File: config.mk
export PLATFORM = sky130hd
export DESIGN_NAME = stream_demux
export DESIGN_NICKNAME = d
export VERILOG_FILES = /design/src/rtl/stream_demux_pkg.sv /design/src/rtl/stream_demux_slot.sv /design/src/rtl/stream_demux.sv
export SDC_FILE = /design/constraint.sdc
export NUM_CORES = 1
export LEC_CHECK = 0
export CORE_UTILIZATION = 53
export CTS_CLUSTER_SIZE = 8
export DETAILED_ROUTE_END_ITERATION = 10
export PLACE_DENSITY = 0.95
export SYNTH_ARGS = -nofsm -noshare
export SYNTH_HDL_FRONTEND = slang
export SYNTH_SLANG_ARGS = --single-unit
File: constraint.sdc
create_clock -name clk -period 3.9 [get_ports clk]
set_input_delay 0.585 -clock clk [delete_from_list [all_inputs] [get_ports clk]]
set_output_delay 0.585 -clock clk [all_outputs]
set_load 0.005 [all_outputs]
File: src/rtl/stream_demux_pkg.sv
// Shared constants, select check and channel state type for stream_demux.
package stream_demux_pkg;

    localparam int DATA_W_DEF = 32;
    localparam int NUM_CH_DEF = 4;
    localparam int CNT_W_DEF  = 16;

    typedef enum logic {CH_EMPTY, CH_FULL} ch_state_e;

    function automatic logic sel_valid(input int unsigned sel, input int unsigned num_ch);
        return sel < num_ch;
    endfunction

endpackage

File: src/rtl/stream_demux_slot.sv
// One output channel of stream_demux: single-entry holding register with fill/drain logic.
// With STREAM_DEMUX_STATS_EN a saturating delivery counter is added.
module stream_demux_slot
    import stream_demux_pkg::*;
#(
    parameter int DATA_W = DATA_W_DEF
`ifdef STREAM_DEMUX_STATS_EN
    ,
    parameter int CNT_W  = CNT_W_DEF
`endif
) (
    input  logic              clk,
    input  logic              rst_n,
    input  logic              fill,
    input  logic [DATA_W-1:0] in_data,
    input  logic              out_ready,
    output logic              free,
    output logic              out_valid,
    output logic [DATA_W-1:0] out_data
`ifdef STREAM_DEMUX_STATS_EN
    ,
    input  logic              stats_clr,
    output logic [CNT_W-1:0]  cnt
`endif
);

    ch_state_e state;
    logic      drain;

    assign out_valid = (state == CH_FULL);
    assign drain     = out_valid && out_ready;
    // Pass-through ready lets a full slot accept while it drains.
    assign free      = !out_valid || out_ready;

    always_ff @(posedge clk or negedge rst_n) begin
        if (!rst_n) begin
            state    <= CH_EMPTY;
            out_data <= '0;
        end else if (fill) begin
            state    <= CH_FULL;
            out_data <= in_data;
        end else if (drain) begin
            state    <= CH_EMPTY;
            out_data <= '0;
        end
    end

`ifdef STREAM_DEMUX_STATS_EN
    always_ff @(posedge clk or negedge rst_n) begin
        if (!rst_n) begin
            cnt <= '0;
        end else if (stats_clr) begin
            cnt <= '0;
        end else if (drain && (cnt != '1)) begin
            cnt <= cnt + 1'b1;
        end
    end
`endif

endmodule

File: src/rtl/stream_demux.sv
// Registered 1-to-NUM_CH valid/ready demultiplexer; invalid selects are dropped and flagged.
// Optional statistics counters are enabled by defining STREAM_DEMUX_STATS_EN.
module stream_demux
    import stream_demux_pkg::*;
#(
    parameter int DATA_W = DATA_W_DEF,
    parameter int NUM_CH = NUM_CH_DEF,
    parameter int SEL_W  = $clog2(NUM_CH),
    parameter int CNT_W  = CNT_W_DEF
) (
    input  logic                     clk,
    input  logic                     rst_n,
    input  logic                     enable,
    input  logic                     in_valid,
    output logic                     in_ready,
    input  logic [DATA_W-1:0]        in_data,
    input  logic [SEL_W-1:0]         in_sel,
    output logic [NUM_CH-1:0]        out_valid,
    input  logic [NUM_CH-1:0]        out_ready,
    output logic [NUM_CH*DATA_W-1:0] out_data,
    output logic                     err_sel
`ifdef STREAM_DEMUX_STATS_EN
    ,
    input  logic                     stats_clr,
    output logic [(NUM_CH+1)*CNT_W-1:0] stats_cnt
`endif
);

    if (NUM_CH < 2 || NUM_CH > 16 || CNT_W < 1) begin : g_bad_cfg
        $error("stream_demux: unsupported NUM_CH or CNT_W");
    end

    logic              sel_ok;
    logic              sel_free;
    logic              accept;
    logic              drop;
    logic [NUM_CH-1:0] free;
    logic [NUM_CH-1:0] fill;

    assign sel_ok = sel_valid(32'(in_sel), NUM_CH);

    always_comb begin
        sel_free = 1'b0;
        fill     = '0;
        for (int k = 0; k < NUM_CH; k++) begin
            if (in_sel == SEL_W'(k)) begin
                sel_free = free[k];
                fill[k]  = accept;
            end
        end
    end

    // Out-of-range selects are always accepted so a bad producer cannot wedge the input.
    assign in_ready = rst_n && enable && (sel_ok ? sel_free : 1'b1);
    assign accept   = in_valid && in_ready;
    assign drop     = accept && !sel_ok;

    always_ff @(posedge clk or negedge rst_n) begin
        if (!rst_n) begin
            err_sel <= 1'b0;
        end else begin
            err_sel <= drop;
        end
    end

    for (genvar k = 0; k < NUM_CH; k++) begin : g_slot
        stream_demux_slot #(
            .DATA_W (DATA_W)
`ifdef STREAM_DEMUX_STATS_EN
            ,
            .CNT_W  (CNT_W)
`endif
        ) u_slot (
            .clk       (clk),
            .rst_n     (rst_n),
            .fill      (fill[k]),
            .in_data   (in_data),
            .out_ready (out_ready[k]),
            .free      (free[k]),
            .out_valid (out_valid[k]),
            .out_data  (out_data[k*DATA_W +: DATA_W])
`ifdef STREAM_DEMUX_STATS_EN
            ,
            .stats_clr (stats_clr),
            .cnt       (stats_cnt[k*CNT_W +: CNT_W])
`endif
        );
    end

`ifdef STREAM_DEMUX_STATS_EN
    logic [CNT_W-1:0] drop_cnt;

    always_ff @(posedge clk or negedge rst_n) begin
        if (!rst_n) begin
            drop_cnt <= '0;
        end else if (stats_clr) begin
            drop_cnt <= '0;
        end else if (drop && (drop_cnt != '1)) begin
            drop_cnt <= drop_cnt + 1'b1;
        end
    end

    assign stats_cnt[NUM_CH*CNT_W +: CNT_W] = drop_cnt;
`endif

endmodule
# After elaboration in Yosys (flattened, before gate mapping)

Cells that the tools add are included.

Flip-flop bits (word level): 132
Memories: 0
Memory bits (writable): 0
Input bits: 42
Bits in latches: 0
Memory bits (read-only): 0
Logic and storage cells: 55
Output and inout bits: 134

Bitwise gates (word level): 0
$lt $le $gt $ge: 0
Add/subtract/negate cells: 0
Div/mod/pow operators: 0
Equality and inequality tests: 3
Muxes and demuxes: 24
Multipliers: 0
Shift-type cells: 0
Reductions and logical operators: 20

Operators with widths:

| cell                                                | number |
|---|---|
| two-way mux 32 bit                                  | 8 |
| two-way mux 1 bit                                   | 16 |
| nonzero test 2 bit                                  | 4 |
| logical AND 1 bit                                   | 7 |
| equality test 2 bit, second input constant          | 2 |
| logical NOT 1 bit                                   | 4 |
| logical OR 1 bit                                    | 4 |
| equality test 2 x 1 -> 1 bit, second input constant | 1 |
| logical NOT 2 bit                                   | 1 |

# Logic depth before layout (Yosys ltp)

Depth in word-level cells: 10
Depth in mapped cells: 5
Mapped depth without buffers: 3

# By module

From an unflattened synthesis, not the netlist that was laid out.

Cell total of the unflattened synthesis: 452
Area total of the unflattened synthesis: 5724.2 um2

Modules (own cells, without submodules):

| module            | sequential area each (um2) | cells an instance | times used | area an instance (um2) |
|---|---|---|---|---|
| stream_demux_slot | 825.8                      | 110               | 4          | 1410.1 |
| stream_demux      | 0.0                        | 12                | 1          | 83.8 |

# Worst setup path after synthesis

OpenSTA, ideal clock, no wires.

Path type: input port to output port
Start: input in_sel[0]
End: output in_ready
Buffers on the path: 1
Arrival time: 1320 ps
Slack: 1995 ps
Data required time: 3315 ps
Cell stages on the path: 3
Cells stage by stage: buf_4 mux4_2 nor2_1

Longest elaborated chain between the ends: 6
Elaborated cells between the ends (all ways): 9
Those cells by class: eq/ne (3); mux (4); reduce/logical (2)

Ends and longest elaborated chain:

| element                         | line               | text |
|---|---|---|
| start, declared                 | stream_demux.sv:17 | `input logic [SEL_W-1:0] in_sel,` |
| logical NOT 2 bit               | stream_demux.sv:46 | `if (in_sel == SEL_W'(k)) begin` |
| two-way mux 1 bit (3 in series) | stream_demux.sv:46 |  |
| two-way mux 1 bit (*)           | stream_demux.sv:46 |  |
| logical AND 1 bit (*)           | stream_demux.sv:54 | `assign in_ready = rst_n && enable && (sel_ok ? sel_free : 1'b1);` |
| end, declared                   | stream_demux.sv:15 | `output logic in_ready,` |

Every way passes the cells marked *; elsewhere a longest branch is shown, timed or not.

# Worst setup path in the final report

Start: input out_ready[1]
End: output in_ready

Longest elaborated chain between the ends: 5

Ends and longest elaborated chain:

| element                         | line                    | text |
|---|---|---|
| start, declared                 | stream_demux.sv:19      | `input logic [NUM_CH-1:0] out_ready,` |
| logical OR 1 bit                | stream_demux_slot.sv:33 | `assign free = !out_valid \|\| out_ready;` |
| two-way mux 1 bit (3 in series) | stream_demux.sv:46      |  |
| logical AND 1 bit               | stream_demux.sv:54      |  |

Every way passes these cells.

==> reports/metrics.csv <==
metric;value;unit
Die Width;114.8;um
largest net degree at the start of global routing;78;
clock sinks;132;
pwr/cell area;535.9;nW/um^2
Final Critical Period;2997;ps
Post-Synth Simple-Gate Area;0.1845;
CTS Buf Count;17;
fmax;0.3336;GHz
Slew @ Worst Pin;1153;ps
post-synthesis cell area;6748;um^2
Core ar.;12210;um^2
Netlist cell types;26;
Final Hold Viols;0;
FF+latch count, synth;132;
Hold WC Path Type;in -> async;
register area share after synthesis;0.4895;
Design Area, Final;8971;um^2
Worst Path Max Fanout;5;
Setup Skew;8.038;ps
post-synthesis mux area share;0.09828;
die area;13190;um^2
final setup vio count;0;
Max Cap Viol;0;
CTS resizes;0;
CTS Hold Bufs;0;
status;finished, final reports clean;
Post-DP Area;8434;um^2
main combinational cell family by area after synthesis;simple AND/OR/NAND/NOR gates;
GRT overflow;0;
Syn Inst Count;633;
relative slew slack;0.2264;
Die Span Y;114.8;um
RSZ-0062 raised after global routing;no;
global-route wire length before repair;30.67;mm
setup TNS;0;ps
final-stage net count;821;
Area Overhead vs Synth;32.95;%
Worst Setup Path Type;in -> out;
Post-Syn Area per Cell;10.66;um^2
CTS max path bufs;2;
number of H-tree levels;4;
Routed WL;19.03;mm
share of layout cells above drive strength 1;0.1403;
1st-iter DRT viols;395;
arrival time worst endpoint;2410;ps
Post-CTS Setup Bufs;0;
Final period util;0.7686;
PortBufs;174;
Post-DP HPWL;12.58;mm
Worst Path Required;3310;ps
Worst-path clk slew;60;ps
yosys warns;0;
Via-to-Cell Ratio;5.809;
peak supply drop;282.6;uV
Routed wire per std cell;19.84;um
DRT Pass-1 Iters;5;
Root Driver;clkbuf_16;
total I/O pin count;176;
CTS tree;done;
antenna-violating nets left;0;
vias;5571;
Leak;0.004124;uW
vias in the first global route;5847;
CP endpoint kind;output port;
final slew viol count;0;
gp weighted congestion;0.7988;
Row Count;40;
# diodes;0;
Mapped Nets;675;
Synth Area in Compound Gates;0.1519;
post-synthesis xor/xnor area fraction;0;
Synth Area in Adders;0;
# DRC;0;
Worst-Skew Late Latency;420;ps
Setup crit start kind;input port;
Initial Util;0.5526;
initial antenna violation count;0;
global-route usage over all layers;0.3066;
[placed cells by master, fill, tap and decap left out]
cell,count
buf_12,1
dfrtp_1,132
buf_6,1
and4bb_2,1
and2_4,1
o211ai_2,60
clkinv_4,2
clkinv_1,1
clkbuf_1,4
clkbuf_8,1
conb_1,1
clkinvlp_4,2
buf_2,1
mux2i_1,64
o2111ai_1,3
and3_1,1
nand2_1,164
clkinv_2,4
nor2b_2,2
mux4_2,1
bufinv_16,1
o211ai_1,33
nor2b_4,2
and2_1,1
buf_4,12
nand4_4,1
clkdlybuf4s50_1,172
inv_1,32
and4b_4,1
nand4b_1,32
nor2_1,1
nand2b_1,34
nor2b_1,2
clkbuf_16,17
or2_1,3
[where the power goes]
part,leakage [uW],internal [uW],switching [uW]
clock network,0.000260,886,582
logic,0.00217,844,529
registers,0.00170,1700,264
[synth_stat cells]
library cell,count,area [um^2]
clkinv_1,1,3.750
and4bb_1,1,12.51
buf_4,7,52.55
and3_1,1,6.260
mux2i_1,64,640.6
or2_1,3,18.77
inv_1,32,120.1
nand2_1,164,615.6
conb_1,1,3.750
mux4_2,1,22.52
nand2b_1,34,212.7
dfrtp_1,132,3303
o211ai_2,60,750.7
o2111ai_1,3,26.28
nor2b_1,5,31.28
buf_6,16,180.2
clkbuf_1,27,101.4
and4b_4,1,13.76
nor2b_4,1,13.76
and2_4,1,8.760
nand4b_1,32,280.3
buf_2,10,50.05
nor2_1,1,3.750
o211ai_1,33,247.7
and2_1,1,6.260
nand4_4,1,21.27
[critical path, cell delays in order]
cell and delay (ps):
clkdlybuf4s50_1 640, nor2b_2 100, mux4_2 460, nor2_1 110, clkdlybuf4s50_1 510
[stage by stage]
stage            util  setup WS, ps  instances  power (uW)  hold WS (ps)
5_1_grt        0.7346         864.6        959        5033         161.7
3_5_place_dp   0.6907         937.7        928        3349         510.4
4_1_cts        0.7346         938.2        959        4825         134.4
3_3_place_gp   0.6907         955.1        928        3272         499.1
2_1_floorplan       -          1995        633        2428         289.4
6_report       0.7346         902.6        959        4808         131.8
[layout make-up]
type | instances | area, um^2
Timing Repair Buffer | 187 | 1848
Sequential cell | 132 | 3303
Clock inverter | 9 | 82.58
Inverter | 33 | 123.9
Multi-Input combinational cell | 408 | 2949
Clock buffer | 22 | 454.2
Fill cell | 845 | 3241
Tap cell | 168 | 210.2
[kinds of logic (layout without fill, tap and decap cells)]
kind of cell	count (synthesis)	in the layout
AO/OA/AOI/OAI	96	96
buffers and inverters	93	251
multiplexers	65	65
flip-flops	132	132
AND/OR/NAND/NOR	246	246
other	1	1
[worst paths after layout]
kind	start	endpoint	slack, ps	depth (start not counted)
min in group clk	g_slot[1].u_slot.out_data[10]	g_slot[1].u_slot.out_data[10]	520	2
max	out_ready[1]	in_ready	900	5
max in group asynchronous	rst_n	g_slot[1].u_slot.out_data[17]	2360	2
max reg2reg	g_slot[1].u_slot.out_valid	g_slot[1].u_slot.out_data[18]	1740	3
min reg2reg	g_slot[1].u_slot.out_data[10]	g_slot[1].u_slot.out_data[10]	520	2
min	rst_n	g_slot[3].u_slot.out_data[0]	130	1
[flip-flops by register name, indices dropped and copies added (netlist names)]
name                     flops
g_slot.u_slot.out_valid      4
g_slot.u_slot.out_data     128
[per-layer routing]
metal / global-route usage / up-vias / wire length (um)
li1: - / 2468 / -
met1: 0.3812 / 2819 / 7856
met2: 0.5224 / 251 / 9497
met3: 0.07222 / 33 / 1265
met4: 0.1143 / 0 / 408
met5: 0 / - / 0
No activity file was read; power rests on OpenSTA's default activity.
